## config.mk

```make
export PLATFORM = sky130hd
export DESIGN_NAME = dmac_desc_fifo_flat
export DESIGN_NICKNAME = d
export VERILOG_FILES = /design/src/rtl/dmac_pkg.sv /design/src/rtl/dmac_desc_fifo_if.sv /design/src/rtl/dmac_desc_ram.sv /design/src/rtl/dmac_desc_fifo.sv /design/src/flat_wrapper.sv
export SDC_FILE = /design/constraint.sdc
export NUM_CORES = 1
export LEC_CHECK = 0
export ABC_CLOCK_PERIOD_IN_PS = 8060
export CAP_MARGIN = 0
export CELL_PAD_IN_SITES_DETAIL_PLACEMENT = 1
export CELL_PAD_IN_SITES_GLOBAL_PLACEMENT = 1
export CORE_MARGIN = 3
export CORE_UTILIZATION = 45
export CTS_BUF_LIST = sky130_fd_sc_hd__clkbuf_16
export CTS_CLUSTER_DIAMETER = 50
export DETAILED_ROUTE_END_ITERATION = 8
export GPL_ROUTABILITY_DRIVEN = 0
export PLACE_DENSITY_LB_ADDON = 0.1
export REMOVE_ABC_BUFFERS = 1
export SLEW_MARGIN = 20
export SYNTH_ARGS = -nofsm -noshare
export SYNTH_HDL_FRONTEND = slang
export SYNTH_SLANG_ARGS = --single-unit
```

## constraint.sdc

```tcl
create_clock -name clk -period 8.06 [get_ports clk]
set_input_delay 2.015 -clock clk [delete_from_list [all_inputs] [get_ports clk]]
set_output_delay 2.015 -clock clk [all_outputs]
set_load 0.03 [all_outputs]
```

## src/rtl/dmac_pkg.sv

```systemverilog
// dmac_pkg: shared DMAC widths and descriptor geometry.
package dmac_pkg;
    localparam int DMAC_ADDR_W     = 32;
    localparam int DMAC_SIZE_W     = 32;
    localparam int DMAC_DESC_DEPTH = 16;
    localparam int DESC_W          = 2 * DMAC_ADDR_W + DMAC_SIZE_W;
endpackage

```

## src/rtl/dmac_desc_fifo_if.sv

```systemverilog
// dmac_desc_fifo_if: push/pop/status bundle between the register slave and the master engine.
interface dmac_desc_fifo_if
    import dmac_pkg::*;
#(
    parameter int ADDR_W = DMAC_ADDR_W,
    parameter int SIZE_W = DMAC_SIZE_W,
    parameter int DEPTH  = DMAC_DESC_DEPTH
);
    localparam int CW = $clog2(DEPTH) + 1;
    logic              flush;
    logic              wr_en;
    logic [ADDR_W-1:0] src_addr_in;
    logic [ADDR_W-1:0] dest_addr_in;
    logic [SIZE_W-1:0] data_size_in;
    logic              rd_en;
    logic [ADDR_W-1:0] src_addr_out;
    logic [ADDR_W-1:0] dest_addr_out;
    logic [SIZE_W-1:0] data_size_out;
    logic              wr_ack;
    logic              wr_err;
    logic              rd_ack;
    logic              rd_err;
    logic              full;
    logic              empty;
    logic              almost_full;
    logic [CW-1:0]     data_count;

    modport slave (
        input  flush, wr_en, src_addr_in, dest_addr_in, data_size_in, rd_en,
        output src_addr_out, dest_addr_out, data_size_out, wr_ack, wr_err,
               rd_ack, rd_err, full, empty, almost_full, data_count
    );
    modport master (
        output flush, wr_en, src_addr_in, dest_addr_in, data_size_in, rd_en,
        input  src_addr_out, dest_addr_out, data_size_out, wr_ack, wr_err,
               rd_ack, rd_err, full, empty, almost_full, data_count
    );
endinterface

```

## src/rtl/dmac_desc_ram.sv

```systemverilog
// dmac_desc_ram: descriptor storage, synchronous write, asynchronous read.
module dmac_desc_ram
    import dmac_pkg::*;
#(
    parameter int DW    = DESC_W,
    parameter int DEPTH = DMAC_DESC_DEPTH,
    parameter int PW    = $clog2(DEPTH)
) (
    input  logic          clk,
    input  logic          i_we,
    input  logic [PW-1:0] i_waddr,
    input  logic [DW-1:0] i_wdata,
    input  logic [PW-1:0] i_raddr,
    output logic [DW-1:0] o_rdata
);
    logic [DW-1:0] r_mem [DEPTH];

    always_ff @(posedge clk) begin
        if (i_we) r_mem[i_waddr] <= i_wdata;
    end

    assign o_rdata = r_mem[i_raddr];
endmodule

```

## src/rtl/dmac_desc_fifo.sv

```systemverilog
// dmac_desc_fifo: descriptor queue with ack/err pulses, status flags and flush.
// All three fields share one entry so they can never drift apart.
module dmac_desc_fifo
    import dmac_pkg::*;
#(
    parameter int ADDR_W    = DMAC_ADDR_W,
    parameter int SIZE_W    = DMAC_SIZE_W,
    parameter int DEPTH     = DMAC_DESC_DEPTH,
    parameter int AFULL_LVL = 14
) (
    input logic              clk,
    input logic              reset_n,
    dmac_desc_fifo_if.slave  bus
);
    localparam int PW = $clog2(DEPTH);
    localparam int CW = PW + 1;
    localparam int DW = 2 * ADDR_W + SIZE_W;

    logic [PW-1:0]     r_wr_ptr, r_rd_ptr;
    logic [CW-1:0]     r_count;
    logic [ADDR_W-1:0] r_src, r_dest;
    logic [SIZE_W-1:0] r_size;
    logic              r_wr_ack, r_wr_err, r_rd_ack, r_rd_err;
    logic [DW-1:0]     w_rd_data;
    logic              w_empty, w_full, w_rd, w_wr;

    assign w_empty = r_count == '0;
    assign w_full  = r_count == CW'(DEPTH);
    assign w_rd    = !bus.flush && bus.rd_en && !w_empty;
    // A full FIFO still accepts a push when a pop frees a slot on the same edge.
    assign w_wr    = !bus.flush && bus.wr_en && (!w_full || w_rd);

    dmac_desc_ram #(.DW(DW), .DEPTH(DEPTH)) u_ram (
        .clk     (clk),
        .i_we    (w_wr),
        .i_waddr (r_wr_ptr),
        .i_wdata ({bus.src_addr_in, bus.dest_addr_in, bus.data_size_in}),
        .i_raddr (r_rd_ptr),
        .o_rdata (w_rd_data)
    );

    always_ff @(posedge clk or negedge reset_n) begin
        if (!reset_n) begin
            r_wr_ptr <= '0;
            r_rd_ptr <= '0;
            r_count  <= '0;
            r_src    <= '0;
            r_dest   <= '0;
            r_size   <= '0;
            r_wr_ack <= 1'b0;
            r_wr_err <= 1'b0;
            r_rd_ack <= 1'b0;
            r_rd_err <= 1'b0;
        end else begin
            r_wr_ack <= w_wr;
            r_wr_err <= !bus.flush && bus.wr_en && !w_wr;
            r_rd_ack <= w_rd;
            r_rd_err <= !bus.flush && bus.rd_en && w_empty;
            if (bus.flush) begin
                r_wr_ptr <= '0;
                r_rd_ptr <= '0;
                r_count  <= '0;
            end else begin
                if (w_rd) {r_src, r_dest, r_size} <= w_rd_data;
                if (w_rd) r_rd_ptr <= r_rd_ptr + 1'b1;
                if (w_wr) r_wr_ptr <= r_wr_ptr + 1'b1;
                r_count <= r_count + CW'(w_wr) - CW'(w_rd);
            end
        end
    end

    assign bus.src_addr_out  = r_src;
    assign bus.dest_addr_out = r_dest;
    assign bus.data_size_out = r_size;
    assign bus.wr_ack        = r_wr_ack;
    assign bus.wr_err        = r_wr_err;
    assign bus.rd_ack        = r_rd_ack;
    assign bus.rd_err        = r_rd_err;
    assign bus.full          = w_full;
    assign bus.empty         = w_empty;
    assign bus.almost_full   = r_count >= CW'(AFULL_LVL);
    assign bus.data_count    = r_count;
endmodule

```

## src/flat_wrapper.sv

```systemverilog
// flat-port wrapper written by rule: the top's interface ports become plain ports
module dmac_desc_fifo_flat import dmac_pkg::*;
#(
    parameter int ADDR_W    = DMAC_ADDR_W,
    parameter int SIZE_W    = DMAC_SIZE_W,
    parameter int DEPTH     = DMAC_DESC_DEPTH,
    parameter int AFULL_LVL = 14
)
  (clk, reset_n, bus_flush, bus_wr_en, bus_src_addr_in, bus_dest_addr_in, bus_data_size_in, bus_rd_en, bus_src_addr_out, bus_dest_addr_out, bus_data_size_out, bus_wr_ack, bus_wr_err, bus_rd_ack, bus_rd_err, bus_full, bus_empty, bus_almost_full, bus_data_count);
  dmac_desc_fifo_if #(.ADDR_W(ADDR_W), .SIZE_W(SIZE_W), .DEPTH(DEPTH)) bus_i ();
  input logic clk;
  input logic reset_n;
  input wire logic [$bits(bus_i.flush)-1:0] bus_flush;
  input wire logic [$bits(bus_i.wr_en)-1:0] bus_wr_en;
  input wire logic [$bits(bus_i.src_addr_in)-1:0] bus_src_addr_in;
  input wire logic [$bits(bus_i.dest_addr_in)-1:0] bus_dest_addr_in;
  input wire logic [$bits(bus_i.data_size_in)-1:0] bus_data_size_in;
  input wire logic [$bits(bus_i.rd_en)-1:0] bus_rd_en;
  output wire logic [$bits(bus_i.src_addr_out)-1:0] bus_src_addr_out;
  output wire logic [$bits(bus_i.dest_addr_out)-1:0] bus_dest_addr_out;
  output wire logic [$bits(bus_i.data_size_out)-1:0] bus_data_size_out;
  output wire logic [$bits(bus_i.wr_ack)-1:0] bus_wr_ack;
  output wire logic [$bits(bus_i.wr_err)-1:0] bus_wr_err;
  output wire logic [$bits(bus_i.rd_ack)-1:0] bus_rd_ack;
  output wire logic [$bits(bus_i.rd_err)-1:0] bus_rd_err;
  output wire logic [$bits(bus_i.full)-1:0] bus_full;
  output wire logic [$bits(bus_i.empty)-1:0] bus_empty;
  output wire logic [$bits(bus_i.almost_full)-1:0] bus_almost_full;
  output wire logic [$bits(bus_i.data_count)-1:0] bus_data_count;
  assign bus_i.flush = bus_flush;
  assign bus_i.wr_en = bus_wr_en;
  assign bus_i.src_addr_in = bus_src_addr_in;
  assign bus_i.dest_addr_in = bus_dest_addr_in;
  assign bus_i.data_size_in = bus_data_size_in;
  assign bus_i.rd_en = bus_rd_en;
  assign bus_src_addr_out = bus_i.src_addr_out;
  assign bus_dest_addr_out = bus_i.dest_addr_out;
  assign bus_data_size_out = bus_i.data_size_out;
  assign bus_wr_ack = bus_i.wr_ack;
  assign bus_wr_err = bus_i.wr_err;
  assign bus_rd_ack = bus_i.rd_ack;
  assign bus_rd_err = bus_i.rd_err;
  assign bus_full = bus_i.full;
  assign bus_empty = bus_i.empty;
  assign bus_almost_full = bus_i.almost_full;
  assign bus_data_count = bus_i.data_count;
  dmac_desc_fifo #(.ADDR_W(ADDR_W), .SIZE_W(SIZE_W), .DEPTH(DEPTH), .AFULL_LVL(AFULL_LVL)) u_core (.clk(clk), .reset_n(reset_n), .bus(bus_i));
endmodule
```

== Word-level counts from Yosys, hierarchy flattened ==
Memory sizes are Yosys's and may differ from the RTL's. A register that Yosys moved wholly into a read port is not among the register bits.
Cells that the tools add are included.
Storage, ports and cells
  memories kept: 1
  bits in writable memories: 1536
  input port bits: 101
  ROM bits: 0
  latch bits: 0
  register bits: 17
Cells by class
  div/mod/pow operators: 0
  reductions and logical operators: 16
  equality and inequality tests: 1
  shift operators: 0
  add/sub/neg operators: 4
  multiply operators: 0
  mux-type cells: 7
  $lt $le $gt $ge: 1
  bitwise operators: 1
Memory list
  u_core.u_ram.r_mem: words 16, width 96, rd ports 1, clocked after Yosys merged registers in 1, wr ports 1, line dmac_desc_ram.sv:16  | logic [DW-1:0] r_mem [DEPTH];
Operators by type and width (number)
  4-bit 2-to-1 mux: 4
  4-bit by 1-bit adder with 4-bit output, second input constant: 2
  1-bit logical AND: 6
  5-bit by 1-bit adder with 5-bit output: 1
  5-bit equality test, second input constant: 1
  5-bit by 4-bit greater-or-equal comparator with 1-bit output, second input constant: 1
  1-bit logical NOT: 5
  5-bit logical NOT: 1
  5-bit 2-to-1 mux: 1
  5-bit by 1-bit subtractor with 5-bit output: 1
  2-bit nonzero test: 2
  1-bit 2-to-1 mux: 2
  2-bit AND reduction: 1
  1-bit logical OR: 1
  1-bit NOT: 1

== Longest topological paths before layout ==
  word-level depth: 8
  gate-level depth with buffers: 14
  depth with buffers taken out: 13

== Hierarchy ==
A second synthesis with hierarchy kept.
Unflattened totals
  cells, all modules: 2661
  area total of the unflattened synthesis: 62072.0 µm²
By module, submodules not included
  dmac_desc_ram: cells an instance 2364, area an instance 57433.8 µm², seq. area each 46124.2 µm², instances 1
  dmac_desc_fifo: cells an instance 297, area an instance 4638.2 µm², seq. area each 2827.7 µm², instances 1

== Worst setup path after synthesis ==
Ideal clock, no wire load.
  path type: input-to-reg
  start: input port bus_flush
  end: memory u_core.u_ram.r_mem[12][0] (netlist bit) (enable)
  setup slack: 0.696 ns
  arrival: 6.812 ns
  stages on the path: 5
  required time: 7.508 ns
  buffers on the path: 1
  path through: nand2b_1 -> buf_2 -> a21boi_2 -> nand3_1 -> nor2_1
Between the ends
  word-level cells in the longest chain between the ends: 7
RTL lines
  from (decl): line flat_wrapper.sv:13  | input wire logic [$bits(bus_i.flush)-1:0] bus_flush;
  1-bit logical NOT (*): line dmac_desc_fifo.sv:29, dmac_desc_fifo.sv:31
  1-bit logical AND (2 in a row): line dmac_desc_fifo.sv:29  | assign w_rd = !bus.flush && bus.rd_en && !w_empty;
  1-bit logical OR: line dmac_desc_fifo.sv:31  | assign w_wr = !bus.flush && bus.wr_en && (!w_full || w_rd);
  1-bit logical AND (*): line dmac_desc_fifo.sv:31
  named net u_core.u_ram.i_we: line dmac_desc_ram.sv:10  | input logic i_we,
  1-bit 2-to-1 mux (*): line dmac_desc_ram.sv:19  | if (i_we) r_mem[i_waddr] <= i_wdata;
  1-bit 2-to-1 mux (not written as such) (*): line dmac_desc_ram.sv:19
  to (decl): line dmac_desc_ram.sv:16
The timed path passes the listed nets; every way through them passes the cells marked *.

== Worst setup path after layout ==
  start: input port bus_flush
  end: memory u_core.u_ram.r_mem[3][82] (netlist bit) (enable)
The elaborated chain is that of the path after synthesis.

==> flow_summary.yaml <==
global_routing:
  grt_pass1_wl_mm: 231.2
  globalRouteTotalUtil_pct: 22.26
  grt.overflow.total: 0
  grt_pass1_vias: 33390
  grt_antenna_before_repair: 4
  grt_max_degree: 138
sta:
  fin_crit_sh_pct: 68.03
  worst_slack_ns: 2.577
  setup_viol: 0
  setup-tns-final_ns: 0
  max_freq_mhz: 182.4
  drv_slew: 0
  rsz0062_at_grt: "no"
  finalHoldViolations: 0
  min_period_ns: 5.483
  final.setup_skew_ns: 0.04512
  tightest_slew_ns: 1.126
  relSlewSlack_pct: 24.90
  whs_ns: 0.4836
placed_design:
  placed_area_um2: 66720
  port_buffers: 208
  pre_cts_ws_ns: 1.775
  dp_hpwl_mm: 83.92
logic_synthesis:
  synth_top_area_share_pct: 73.85
  yosysWarningCount: 0
  syn_inst: 3083
  ys_ff_latch: 1649
  synth-edff-count: 1536
  ys_async_sr_fraction_pct: 6.853
  synth.top_cells.by_count: "edfxtp_1, mux2i_1, a22oi_1"
  synth_ff_type: "edfxtp_1"
  seq_area_frac_synth_pct: 78.38
  syn_area_um2: 62450
  avgSynthCellArea_um2: 20.26
  synth_area_leaders: "edfxtp_1, mux4_2, mux2i_1"
  ys_types: 43
  synth_most_common_cell: "edfxtp_1"
  synth_top_cell_by_area: "edfxtp_1"
routing:
  viasPerCell: 5.829
  num_vias: 30840
  ant_nets: 0
  drtIter0Drc: 2632
  drtPass1Iterations: 7
  wl_per_cell_um: 29.91
  drc: 0
  totalWireLength_mm: 158.2
power_and_ir_drop:
  power.switching_mw: 6.029
  sequentialPowerShare_pct: 45.9
  combPwrFrac_pct: 18.6
  sw_frac_of_total_pct: 27.47
  p_per_area_nw_per_um2: 303.5
  peakVddDrop_uv: 248.0
  pwr-share-clk_pct: 35.5
  leakage_nw: 22.74
  internal_power_mw: 15.92
floorplanning:
  initial_core_util_pct: 45.37
  fp-row-count: 136
  chipWidth_um: 378.5
  die_h_um: 378.5
  io_pins: 209
  core-area_um2: 137700
  die_area_um2: 143300
run:
  cap_violations: 0
clocking:
  cts_inserted_buffers: 178
  ctsResizeCount: 0
  cts_sinks: 1649
  tritoncts: "done"
  clockBufferDepth: 3
  root_buffer: "clkbuf_16"
  worstSkewPairLatency_ns: 0.80
  postCtsSetupRepairBufs: 0
  ctsHoldBuffers: 0
  clkTransAtPathRegs_ns: 0.05
  h-tree-depth: 4
outcome:
  status: "finished clean"
worst_hold_path:
  worstHoldStart: "u_core.bus.data_size_out[17]$_DFFE_PN0P_"
  hold_path_class: "reg2reg"
cells_and_area:
  drive_gt1_share_pct: 16.21
  finalNetCount: 3461
  fin_area_um2: 72310
  syn_to_final_growth_pct: 15.79
  fill_cells: 12010
  final_core_util_pct: 52.53
setup_path:
  crit_chain: "clkdlybuf4s50_1 > nand2b_1 > a21boi_2 > nor3b_1 > and2_4 > buf_4"
  worst_path_max_delay_cell: "and2_4"
  end_kind: "flop"
  rr_startpoint: "u_core.bus.data_count[2]$_DFF_PN0_"
  critPathLaunch: "bus_flush"
  cp.arrival_ns: 5.93
  worst-path-max-fanout: 54
  required_ns: 8.51
  critical-path-top-delay-family: "simple AND/OR/NAND/NOR gates"
  cp_slowest_stage_delay_ns: 0.93
  crit_type: "in2reg"
  critical_path_buf_inv_count: 2
  start_kind: "primary input"
[flip-flops by register name (all words and copies together), names as in the netlist]
name and cells:
u_core.u_ram.r_mem 1536, u_core.bus.wr_ack 1, u_core.bus.src_addr_out 32, u_core.bus.dest_addr_out 32
u_core.bus.data_count 5, u_core.bus.rd_err 1, u_core.r_rd_ptr 4, u_core.bus.rd_ack 1
u_core.r_wr_ptr 4, u_core.bus.wr_err 1, u_core.bus.data_size_out 32
[power by group through the flow]
stage / combinational, mW / clock (mW) / sequential, mW
detailed placement: 4.14 / 0 / 10.3
CTS: 4.16 / 7.96 / 10.1
floorplan: 3.42 / 0 / 11.0
global route: 4.39 / 8.31 / 10.1
finish: 4.08 / 7.79 / 10.1
global placement: 4.05 / 0 / 10.2
[worst paths after layout]
check	to	slack, ns	depth (start not counted)
max	u_core.u_ram.r_mem[3][82]$_DFFE_PP_	2.58	6
min	u_core.bus.data_size_out[17]$_DFFE_PN0P_	0.48	2
max reg2reg	u_core.u_ram.r_mem[3][82]$_DFFE_PP_	4.28	7
min reg2reg	u_core.bus.data_size_out[17]$_DFFE_PN0P_	0.48	2
max in group asynchronous	u_core.bus.src_addr_out[30]$_DFFE_PN0P_	5.53	2
min in group asynchronous	u_core.bus.wr_err$_DFF_PN0_	1.20	1
[tightest hold or removal path, stage by stage (launching register included)]
cell and delay, ns:
dfrtp_1 0.34, nand2_1 0.05, nand3_1 0.06
[logic make-up after synthesis]
kind of cell | after synthesis | synth area share [%]
AOI/OAI and AO/OA | 298 | 3.989
and+or+nand+nor | 349 | 2.697
xor gates and xnor gates | 7 | 0.09817
muxes | 577 | 13.10
adders and majority gates | 14 | 0.2925
buffers and inverters | 189 | 1.448
DFF | 1649 | 78.38
[area by class of cell]
type                       instances  area [µm²]  share of cell area (%)
tap                             1794        2245                   3.104
inverter                          16       65.06                 0.08997
clock inverter                   145        1056                   1.460
sequential                      1649       48960                   67.70
antenna                            4       10.01                 0.01384
timing repair buffer             256        2751                   3.805
multi-input combinational       1245       12700                   17.56
clock buffer                     181        4529                   6.263
[per-stage QoR]
stage | cells | power (mW)
finish | 5290 | 21.94
global route | 5288 | 22.81
CTS | 5286 | 22.21
detailed placement | 4960 | 14.40
global placement | 4958 | 14.30
floorplan | 2910 | 14.37
[routing by layer]
layer	vias to the layer above	routed length [µm]	GRT usage, %
li1	13170	-	-
met1	16630	69810	31.25
met2	839	76610	35.99
met3	199	8312	3.954
met4	0	3488	6.279
met5	-	0	0
[cells in the final DEF, fill, tap and decap left out, drive strengths merged, types with 2 or more instances in the layout]
cell type / instances
nor2: 14
nand2: 104
nor2b: 5
a22oi: 288
mux2i: 384
mux4: 192
a21oi: 3
nand3: 196
dfrtp: 113
nor3: 5
nand2b: 3
diode: 4
edfxtp: 1536
clkdlybuf4s50: 207
clkbuf: 181
ha: 13
and3b: 2
xnor2: 3
xor2: 4
clkinvlp: 8
clkinv: 62
buf: 49
and2: 13
bufinv: 13
inv: 78
Note: power is estimated with default switching activity, not from simulation.
